<file path="config.mk">
export PLATFORM = sky130hd
export DESIGN_NAME = dmem_lsu
export DESIGN_NICKNAME = d
export VERILOG_FILES = /design/src/rtl/dmem_lsu.sv
export SDC_FILE = /design/constraint.sdc
export NUM_CORES = 1
export LEC_CHECK = 0
export CAP_MARGIN = 40
export CELL_PAD_IN_SITES_DETAIL_PLACEMENT = 1
export CELL_PAD_IN_SITES_GLOBAL_PLACEMENT = 2
export CORE_MARGIN = 4
export CORE_UTILIZATION = 34
export CTS_BUF_LIST = sky130_fd_sc_hd__clkbuf_16
export DETAILED_ROUTE_END_ITERATION = 16
export PLACE_DENSITY_LB_ADDON = 0.1
export SKIP_LAST_GASP = 1
export SLEW_MARGIN = 20
export SYNTH_ARGS = -nofsm -noshare
export SYNTH_HDL_FRONTEND = slang
export SYNTH_SLANG_ARGS = --single-unit
</file>
<file path="constraint.sdc">
create_clock -name i_clk -period 3.8 [get_ports i_clk]
set_input_delay 0.38 -clock i_clk [delete_from_list [all_inputs] [get_ports i_clk]]
set_output_delay 0.38 -clock i_clk [all_outputs]
set_load 0.01 [all_outputs]
</file>
<file path="src/rtl/dmem_lsu.sv">
// dmem_lsu: load/store unit in front of a word-organised data memory.
// Handles byte/half/word loads (lane select + sign/zero extension) and
// stores (read-modify-write for sub-word stores), one request in flight.
// Optional macro LSU_MISALIGN_TRAP_EN: when defined, misaligned half/word
// accesses are trapped (rsp_err=1, no memory access); when undefined they
// are force-aligned and executed normally with rsp_err tied 0.
// Word-address width defaults to `DMEM_ADDRW when that macro is provided.

`ifndef DMEM_ADDRW
`define DMEM_ADDRW 10
`endif

module dmem_lsu #(
    parameter int ADDR_W = `DMEM_ADDRW,
    parameter int TAG_W  = 4
) (
    input  logic              i_clk,
    input  logic              i_resetn,
    input  logic              req_valid,
    output logic              req_ready,
    input  logic              req_we,
    input  logic [1:0]        req_size,
    input  logic              req_unsigned,
    input  logic [31:0]       req_addr,
    input  logic [31:0]       req_wdata,
    input  logic [TAG_W-1:0]  req_tag,
    output logic              rsp_valid,
    input  logic              rsp_ready,
    output logic [31:0]       rsp_data,
    output logic [TAG_W-1:0]  rsp_tag,
    output logic              rsp_err,
    output logic              mem_valid,
    output logic              mem_we,
    output logic [ADDR_W-1:0] mem_addr,
    output logic [31:0]       mem_wdata,
    input  logic              mem_ready,
    input  logic [31:0]       mem_rdata
);

    typedef enum logic [2:0] {S_IDLE, S_RD, S_MERGE, S_WR, S_RESP} state_t;

    state_t           state_q, state_d;
    logic [1:0]       lane_q;
    logic [1:0]       size_q;
    logic             uns_q;
    logic             we_q;
    logic [31:0]      wdata_q;
    logic [TAG_W-1:0] tag_q;
    logic [31:0]      rdata_q;
    logic             req_mis;
    logic             unused_addr;

    // Upper byte-address bits beyond the memory's reach are ignored.
    assign unused_addr = ^req_addr[31:ADDR_W+2];

    assign req_ready = (state_q == S_IDLE);

    // Misalignment detection: half needs addr[0]=0, word (size 2/3) needs addr[1:0]=0.
    always_comb begin
        req_mis = 1'b0;
`ifdef LSU_MISALIGN_TRAP_EN
        req_mis = ((req_size == 2'd1) && req_addr[0]) ||
                  (req_size[1] && (req_addr[1:0] != 2'b00));
`endif
    end

    // Select and extend the addressed lane of a read word.
    function automatic logic [31:0] load_ext(input logic [31:0] rd, input logic [1:0] a,
                                             input logic [1:0] sz, input logic uns);
        logic [7:0]  b;
        logic [15:0] h;
        b = rd[{a, 3'b000} +: 8];
        h = rd[{a[1], 4'b0000} +: 16];
        case (sz)
            2'd0:    load_ext = uns ? {24'd0, b} : {{24{b[7]}}, b};
            2'd1:    load_ext = uns ? {16'd0, h} : {{16{h[15]}}, h};
            default: load_ext = rd;
        endcase
    endfunction

    // Replace the addressed byte/half lane of the old word with store data.
    function automatic logic [31:0] merge_word(input logic [31:0] old, input logic [1:0] a,
                                               input logic [1:0] sz, input logic [31:0] wd);
        merge_word = old;
        case (sz)
            2'd0:    merge_word[{a, 3'b000} +: 8] = wd[7:0];
            2'd1:    merge_word[{a[1], 4'b0000} +: 16] = wd[15:0];
            default: merge_word = wd;
        endcase
    endfunction

    // State register.
    always_ff @(posedge i_clk or negedge i_resetn) begin
        if (!i_resetn) state_q <= S_IDLE;
        else           state_q <= state_d;
    end

    // Next-state logic.
    always_comb begin
        state_d = state_q;
        case (state_q)
            S_IDLE: begin
                if (req_valid) begin
                    if (req_mis)                      state_d = S_RESP;
                    else if (req_we && req_size[1])   state_d = S_WR;
                    else                              state_d = S_RD;
                end
            end
            S_RD:    if (mem_ready) state_d = we_q ? S_MERGE : S_RESP;
            S_MERGE: state_d = S_WR;
            S_WR:    if (mem_ready) state_d = S_RESP;
            S_RESP:  if (rsp_valid && rsp_ready) state_d = S_IDLE;
            default: state_d = S_IDLE;
        endcase
    end

    // Request latches and registered memory/response outputs.
    always_ff @(posedge i_clk or negedge i_resetn) begin
        if (!i_resetn) begin
            lane_q    <= '0;
            size_q    <= '0;
            uns_q     <= 1'b0;
            we_q      <= 1'b0;
            wdata_q   <= '0;
            tag_q     <= '0;
            rdata_q   <= '0;
            rsp_valid <= 1'b0;
            rsp_data  <= '0;
            rsp_tag   <= '0;
            rsp_err   <= 1'b0;
            mem_valid <= 1'b0;
            mem_we    <= 1'b0;
            mem_addr  <= '0;
            mem_wdata <= '0;
        end else begin
            case (state_q)
                S_IDLE: begin
                    if (req_valid) begin
                        lane_q   <= req_addr[1:0];
                        size_q   <= req_size;
                        uns_q    <= req_unsigned;
                        we_q     <= req_we;
                        wdata_q  <= req_wdata;
                        tag_q    <= req_tag;
                        mem_addr <= req_addr[ADDR_W+1:2];
                        if (req_mis) begin
                            // Trapped: response fields now, rsp_valid one edge later.
                            rsp_data <= '0;
                            rsp_err  <= 1'b1;
                            rsp_tag  <= req_tag;
                        end else begin
                            mem_valid <= 1'b1;
                            mem_we    <= req_we && req_size[1];
                            if (req_we && req_size[1]) mem_wdata <= req_wdata;
                        end
                    end
                end
                S_RD: begin
                    if (mem_ready) begin
                        mem_valid <= 1'b0;
                        if (we_q) begin
                            rdata_q <= mem_rdata;
                        end else begin
                            rsp_valid <= 1'b1;
                            rsp_data  <= load_ext(mem_rdata, lane_q, size_q, uns_q);
                            rsp_err   <= 1'b0;
                            rsp_tag   <= tag_q;
                        end
                    end
                end
                S_MERGE: begin
                    mem_wdata <= merge_word(rdata_q, lane_q, size_q, wdata_q);
                    mem_valid <= 1'b1;
                    mem_we    <= 1'b1;
                end
                S_WR: begin
                    if (mem_ready) begin
                        mem_valid <= 1'b0;
                        mem_we    <= 1'b0;
                        rsp_valid <= 1'b1;
                        rsp_data  <= '0;
                        rsp_err   <= 1'b0;
                        rsp_tag   <= tag_q;
                    end
                end
                S_RESP: begin
                    if (!rsp_valid)     rsp_valid <= 1'b1;
                    else if (rsp_ready) rsp_valid <= 1'b0;
                end
                default: ;
            endcase
        end
    end

endmodule

</file>
; Word level (Yosys, flattened, before mapping)
; Index checks and enable logic that the tools add are counted.
[op_classes]
add_sub_neg = 2
mul = 0
div = 0
magnitude_cmp = 0
eq_ne = 12
shifts = 6
muxes = 38
bitwise = 0
n_reduce_logical = 18
[op_table]
columns = operator, count
row1 = one-hot mux 32 bit (2 select lines), 4
row2 = two-way mux 32 bit, 7
row3 = bitwise mux 32 bit, 2
row4 = variable shift 16 x 7 -> 32 bit (first input constant), 1
row5 = variable shift 8 x 7 -> 32 bit (first input constant), 1
row6 = indexed part select 16 x 7 -> 32 bit, 1
row7 = indexed part select 32 x 6 -> 16 bit, 1
row8 = indexed part select 32 x 6 -> 8 bit, 1
row9 = indexed part select 8 x 7 -> 32 bit, 1
row10 = two-way mux 3 bit, 5
row11 = one-hot mux 3 bit (5 select lines), 1
row12 = negation 5 -> 7 bit, 2
row13 = two-way mux 4 bit, 3
row14 = AND reduction 3 bit, 4
row15 = AND reduction 4 bit, 3
row16 = two-way mux 1 bit, 10
row17 = inequality test 2 bit (second input constant), 5
row18 = one-hot mux 1 bit (3 select lines), 3
row19 = nonzero test 3 bit, 3
row20 = one-hot mux 4 bit (2 select lines), 1
row21 = equality test 3 x 2 -> 1 bit (second input constant), 2
row22 = inequality test 2 x 1 -> 1 bit (second input constant), 2
row23 = nonzero test 2 bit, 2
row24 = equality test 3 x 1 -> 1 bit (second input constant), 1
row25 = other kinds (9), 10
[totals]
ff_bits = 159
latchBits = 0
mem_bits_rw = 0
rom_bits = 0
out_inout_bits = 83
elab_cells = 92
mem_count = 0

; Depth between registers and ports, before layout
; Gate-level depths: netlist of the first run.
[logic_depth]
ltp_word = 6
depth_mapped = 8

; Worst setup path after synthesis of the first run
; Ideal clock, no wire load.
[synth_timing]
path_type = reg2reg
startpoint = register lane_q[1]
endpoint = register mem_wdata[31]
setup_time_ns = 0.095
arrival_ns = 1.987
setup_slack_ns = 1.717
stages_incl_launch_ff = 8
path_buffers = 1
cell_sequence = dfrtp_1 > buf_2 > inv_1 > ha_1 > or4_1 > nor2_1 > a221oi_1 > o31ai_1
[synth_via]
elab_chain_len = 5
[synth_rtl]
columns = item, line
row1 = "start, declared", 43  ; logic [1:0] lane_q;
row2 = "start signal, assigned", 139  ; lane_q <= req_addr[1:0];
row3 = "negation 5 -> 7 bit, on equally long branches", "87, 86"
row4 = indexed part select 16 x 7 -> 32 bit (tied with other cells), 87  ; 2'd1: merge_word[{a[1], 4'b0000} +: 16] = wd[15:0];
row5 = "bitwise mux 32 bit, on equally long branches", "87, 86"
row6 = one-hot mux 32 bit (2 select lines) *, 85  ; case (sz)
row7 = one-hot mux 32 bit (2 select lines) *, 136  ; case (state_q)
row8 = "end signal, assigned", 154  ; if (req_we && req_size[1]) mem_wdata <= req_wdata;
row9 = "end signal, assigned", 172  ; mem_wdata <= merge_word(rdata_q, lane_q, size_q, wdata_q);
row10 = "end, declared", 35  ; output logic [31:0] mem_wdata,
; Every way passes the cells marked *; elsewhere a longest branch is shown, timed or not.
; A chain may end at the register's enable or synchronous reset.

; Worst setup path after layout of the first run
[layout_timing]
startpoint = register lane_q[0]
endpoint = register mem_wdata[31]
[layout_via]
elab_chain_len = 5
[layout_rtl]
columns = item, line
row1 = negation 5 -> 7 bit *, 86  ; 2'd0: merge_word[{a, 3'b000} +: 8] = wd[7:0];
row2 = indexed part select 8 x 7 -> 32 bit / variable shift 8 x 7 -> 32 bit (equally long branches), 86
row3 = bitwise mux 32 bit *, 86
row4 = one-hot mux 32 bit (2 select lines) *, 85
row5 = one-hot mux 32 bit (2 select lines) *, 136
; Marked as above.

==> flow_summary.yaml, run 1 <==
timing:
  worst_slew_pin_slew_ns: 0.8690
  setup_viol: 0
  finalHoldViolations: 0
  rsz0062_at_grt: "false"
  setup_tns_ns: 0
  relSlewSlack_pct: 41.72
  period_share_pct: 70.04
  final_max_slew_viol_count: 0
  fin_crit_ns: 2.661
  final.setup.worst_slack_ns: 1.139
  finalClockSkew_ns: 0.01209
  fmax_mhz: 375.7
global_route:
  grt.met1_usage_pct: 26.62
  use_met2_pct: 36.28
  globalRoute.busiestLayer: "met2"
  grt_pass1_vias: 6614
  met3_usage_pct: 4.292
  grt_max_degree: 63
  overflow: 0
  track_usage_pct: 20.74
  grt_pass1_wl_um: 39210
  grt_antenna_before_repair: 0
setup_path:
  endpoint_kind: "flip-flop"
  start_kind: "flip-flop"
  cp_max_fo: 14
  worstPathCellList: "buf_4, inv_1, ha_1, or4_1, nor2_1, a221oi_1, o31ai_1"
  cpMaxStageDelayCell: "or4_1"
  cp_top_family: "simple AND/OR/NAND/NOR gates"
  worst-path-stages: 7
  worst-path-buf-inv: 2
  critPathKind: "reg -> reg"
  slowest_delay_ns: 0.60
  reg2regPathDepth: 7
  cp.required_ns: 4.12
  cp_data_arrival_time_ns: 2.98
logic_synthesis:
  syn_nets: 792
  synth_area_um2: 7617
  synth_flop_cell: "dfrtp_1"
  netlist_top_cells_count: "158 x dfrtp_1, 82 x mux2_2, 79 x nand2_1"
  yosysSeqAreaShare_pct: 51.91
  yosysWarnings: 0
  synth-edff-count: 0
  yosysMostFrequentCell: "dfrtp_1"
  syn_area_per_cell_um2: 11.23
  netlist.area_leader.share_pct: 51.91
  synthDistinctLibCells: 51
  syn_inst: 678
  synth-seq-cells: 158
  synth_area_leaders: "dfrtp_1 52%, mux2_2 12%, a221o_1 3.9%"
  synth_area_leader_cell: "dfrtp_1"
  ys_async_sr_fraction_pct: 100.0
drt:
  post-route-drc-count: 0
  dr.pass1.iters: 5
  vias_per_cell: 5.495
  first_iter_violations: 288
  num_vias: 6182
  routedWlPerCell_um: 22.71
  drt_wl_total_um: 25550
  antenna_left: 0
floorplanning:
  coreArea_um2: 21960
  dieArea_um2: 24860
  die_w_um: 157.7
  io_pins: 192
  start_util_pct: 34.69
  die_h_um: 157.7
  core.rowCount: 54
cts:
  post_cts_buffers: 0
  postCtsHoldBufs: 1
  clk_latency_ns: 0.43
  clock_path_buffers: 2
  cts_max_level: 4
  path_clk_slew_ns: 0.07
  cts-root-buf: "clkbuf_16"
  cts.sinks: 158
  cts-resized-gates: 0
  cts_tree: "built"
  cts_buffers: 17
place:
  post-dp-hpwl_um: 18640
  place_ws_ns: 1.125
  place_congestion: 0.7880
  place_inst: 1091
  io_buffers: 170
  placed_cell_area_um2: 9642
status:
  status: "completed"
cells_and_area:
  design_area_um2: 10260
  drive_above_1_share_pct: 18.70
  nFillCells: 2341
  stdcell_count: 1125
  synthToLayoutAreaGrowth_pct: 34.72
  n_antenna_cell: 0
  final_net_count: 946
run:
  maxCapViolations: 0
pwr:
  total_power_mw: 8.940
  p_per_area_nw_per_um2: 871.1
  leakagePower_nw: 4.233
  ir_drop_v: 0.0004275
min_path:
  hp-class: "in -> async"
## worst paths after layout
check | from | endpoint | slack, ns
setup / recovery | lane_q[0] | mem_wdata[31] | 1.14
hold / removal | i_resetn | mem_wdata[24] | 0.46
setup reg to reg | lane_q[0] | mem_wdata[31] | 1.14
hold reg to reg | mem_wdata[24] | mem_wdata[24] | 0.48
max in group asynchronous | i_resetn | wdata_q[6] | 2.31
min in group i_clk | mem_wdata[24] | mem_wdata[24] | 0.48
## through the flow
| step | hold WS, ns | utilization [%] |
|---|---|---|
| global placement | 0.4605 | 43.51 |
| detailed placement | 0.3657 | 43.91 |
| global route | 0.4800 | 46.74 |
| CTS | 0.4713 | 46.67 |
| floorplan | 0.08441 | - |
| finish | 0.4613 | 46.74 |
## flip-flops by register name (all words and copies together), names as in the netlist
register   count
mem_wdata     32
rdata_q       32
rsp_data      32
wdata_q       32
mem_addr      10
rsp_tag        4
tag_q          4
state_q        3
lane_q         2
size_q         2
mem_valid      1
mem_we         1
rsp_valid      1
uns_q          1
we_q           1
## cell type report
class                      count  area, µm²  share of cell area, %
timing repair buffer         190       1939                  18.90
tap                          280      350.3                  3.414
sequential                   158       3954                  38.53
clock buffer                  17      425.4                  4.145
clock inverter                15      170.2                  1.658
inverter                      23      86.33                 0.8413
multi-input combinational    442       3337                  32.52
## layer usage
layer  part of all wire, %  vias to the layer above
li1                      -                     2795
met1                    42                     3215
met2                    52                      158
met3                   4.4                       14
met4                  0.96                        0
met5                     0                        -
## cell usage in the layout (no fill, tap or decap), types with 3 or more instances in the layout
| cell type | netlist | layout |
|---|---|---|
| o21a_1 | 4 | 4 |
| clkdlybuf4s50_1 | 0 | 169 |
| o22ai_1 | 11 | 11 |
| a21oi_1 | 14 | 14 |
| o21ai_0 | 32 | 32 |
| dfrtp_1 | 158 | 158 |
| inv_8 | 0 | 5 |
| nor2b_1 | 6 | 5 |
| nand3_1 | 7 | 7 |
| nor3_1 | 4 | 4 |
| nor4b_1 | 8 | 7 |
| a211oi_1 | 3 | 3 |
| ha_1 | 5 | 5 |
| mux4_2 | 8 | 8 |
| a221oi_1 | 23 | 23 |
| mux2i_1 | 5 | 5 |
| nand2_1 | 79 | 79 |
| a21o_1 | 8 | 8 |
| o31ai_1 | 26 | 26 |
| mux2_2 | 82 | 82 |
| inv_1 | 23 | 23 |
| a2111oi_0 | 8 | 8 |
| buf_4 | 3 | 12 |
| clkbuf_16 | 0 | 17 |
| a221o_1 | 30 | 30 |
| nor2_1 | 43 | 43 |
| inv_6 | 0 | 5 |
| nand2b_1 | 4 | 4 |
## cell families after synthesis
kind of cell,Yosys count,synth area share [%]
AO/OA/AOI/OAI,167,16.39
flip-flops,158,51.91
other,1,0.04923
adder cells (fa/ha/maj),5,0.8213
AND/OR/NAND/NOR,174,11.12
multiplexers,95,15.14
buffers and inverters,78,4.566
## power breakdown
group | switching [mW] | leakage [nW] | internal (mW)
sequential | 0.650 | 1.93 | 2.52
clock | 0.812 | 0.288 | 0.942
combinational | 1.96 | 2.01 | 2.06
total | 3.42 | 4.23 | 5.52
No activity file was read; power rests on OpenSTA's default activity.
==> inputs of run 2 (changes only) <==
Settings changed: CORE_UTILIZATION 34 to 28.
Clock period 3.8 ns to 2.3 ns, I/O delays scaled along.
==> run 2 against run 1 <==
  * Sequential share of layout area is 1.3 points lower
  * Clock power rose by 75%
  * Clock skew shrank 0.0014 ns
  * Critical path type unchanged
  * Critical endpoint is now mem_wdata[13]
  * Critical path depth unchanged
  * Power rose by 71%
  * Maximum frequency is 21% higher
  * Utilization down 7.2 points
  * Non-clock buffer count up 30
  * Largest power group unchanged
  * Wire length grew 6.8%
  * Flip-flop and latch count unchanged
==> flow_summary.yaml, run 2 (same netlist as run 1, synthesis figures left out) <==
setup_path:
  endpoint_kind: "flip-flop"
  crit_start: "lane_q[1]"
  regToRegSetupSlack_ns: 0.09
  cp_data_arrival_time_ns: 2.51
  cp.required_ns: 2.60
  start_kind: "flip-flop"
  worstReg2RegStart: "lane_q[1]"
  critPathKind: "reg -> reg"
  cp_max_fo: 27
run:
  maxCapViolations: 0
timing:
  finalClockSkew_ns: 0.01071
  hold_ws_ns: 0.3676
  setup_tns_ns: 0
  worst_slew_pin_slew_ns: 0.5700
  finalHoldViolations: 0
  setup_viol: 0
  relSlewSlack_pct: 61.02
  period_share_pct: 95.93
  final.setup.worst_slack_ns: 0.09369
  fin_crit_ns: 2.206
  rsz0062_at_grt: "true"
  final_max_slew_viol_count: 0
  fmax_mhz: 453.2
drt:
  first_iter_violations: 336
  dr.pass1.iters: 4
  antenna_left: 0
  drt_wl_total_um: 27290
  vias_per_cell: 5.164
  post-route-drc-count: 0
  routedWlPerCell_um: 22.44
  num_vias: 6280
place:
  place_ws_ns: -0.1022
  post-dp-hpwl_um: 20180
  place_congestion: 0.7994
  place_inst: 1182
  io_buffers: 170
  placed_cell_area_um2: 9972
cells_and_area:
  final_net_count: 976
  layout_commonest_cell: "clkdlybuf4s50_1"
  synthToLayoutAreaGrowth_pct: 39.57
  drive_above_1_share_pct: 21.83
  final_cell_mix: "169 x clkdlybuf4s50_1, 158 x dfrtp_1, 82 x mux2_2"
  n_antenna_cell: 0
  design_area_um2: 10630
  stdcell_count: 1216
cts:
  clk_latency_ns: 0.43
  cts.sinks: 158
  post_cts_buffers: 0
  cts-root-buf: "clkbuf_16"
  clock_path_buffers: 2
  cts_tree: "built"
  path_clk_slew_ns: 0.07
  cts_buffers: 17
  cts_max_level: 4
floorplanning:
  core.rowCount: 60
  io_pins: 192
  coreArea_um2: 26880
  dieArea_um2: 29910
  start_util_pct: 28.34
  die_h_um: 172.9
  die_w_um: 172.9
status:
  status: "completed"
global_route:
  grt_pass1_vias: 6941
  grt_antenna_before_repair: 0
  grt_max_degree: 63
  grt_pass1_wl_um: 42790
  track_usage_pct: 18.34
  overflow: 0
min_path:
  hp-class: "in -> async"
pwr:
  ir_drop_v: 0.0005127
  p_per_area_nw_per_um2: 1436
  leakagePower_nw: 4.407
-- run 2: worst paths after layout --
kind	to	cells past startpoint
worst max-delay path	mem_wdata[13]	7
worst min-delay path	mem_wdata[24]	2
worst max register to register	mem_wdata[13]	7
worst min register to register	mem_wdata[25]	2
max in group asynchronous	rdata_q[13]	3
min in group i_clk	mem_addr[1]	2
-- run 2: critical path, stage by stage, from the launching register on --
cell       delay (ns)
dfrtp_1          0.37
buf_6            0.26
nor2b_1          0.15
buf_12           0.18
or2_2            0.32
a2111oi_1        0.54
buf_4            0.19
o31ai_1          0.06
-- run 2: cell type report --
cell class	instances	area, µm²
Multi-Input combinational cell	442	3343
Clock inverter	15	201.4
Fill cell	2932	16240
Timing Repair Buffer	220	2195
Tap cell	341	426.7
Inverter	23	86.33
Clock buffer	17	425.4
Sequential cell	158	3954
-- run 2: what timing repair did --
item / in CTS / in global routing
hold buffers: 1 / 0
endpoints found under the setup margin: 3 / 7
gates cloned: 0 / 0
gates resized for setup: 3 / 5
endpoints found under the hold margin: 58 / 0
-- run 2: through the flow --
| step | util [%] | power [mW] |
|---|---|---|
| global placement | 37.10 | 12.14 |
| detailed placement | 37.10 | 12.32 |
| finish | 39.56 | 15.26 |
| floorplan | - | 8.823 |
| global route | 39.56 | 16.33 |
| CTS | 39.49 | 15.49 |
-- run 2: power breakdown --
group	leakage (nW)	switching (mW)	total, mW	internal [mW]
logic	2.17	3.34	6.98	3.63
registers	1.93	1.05	5.22	4.16
clock network	0.305	1.31	3.07	1.76
-- run 2: routing by layer --
metal / vias up / share of wire (%) / global-route usage, %
met4: 0 / 0.75 / 3.725
li1: 2864 / - / -
met3: 13 / 4.1 / 3.148
met5: - / 0 / 0
met2: 139 / 52 / 32.70
met1: 3264 / 43 / 23.53
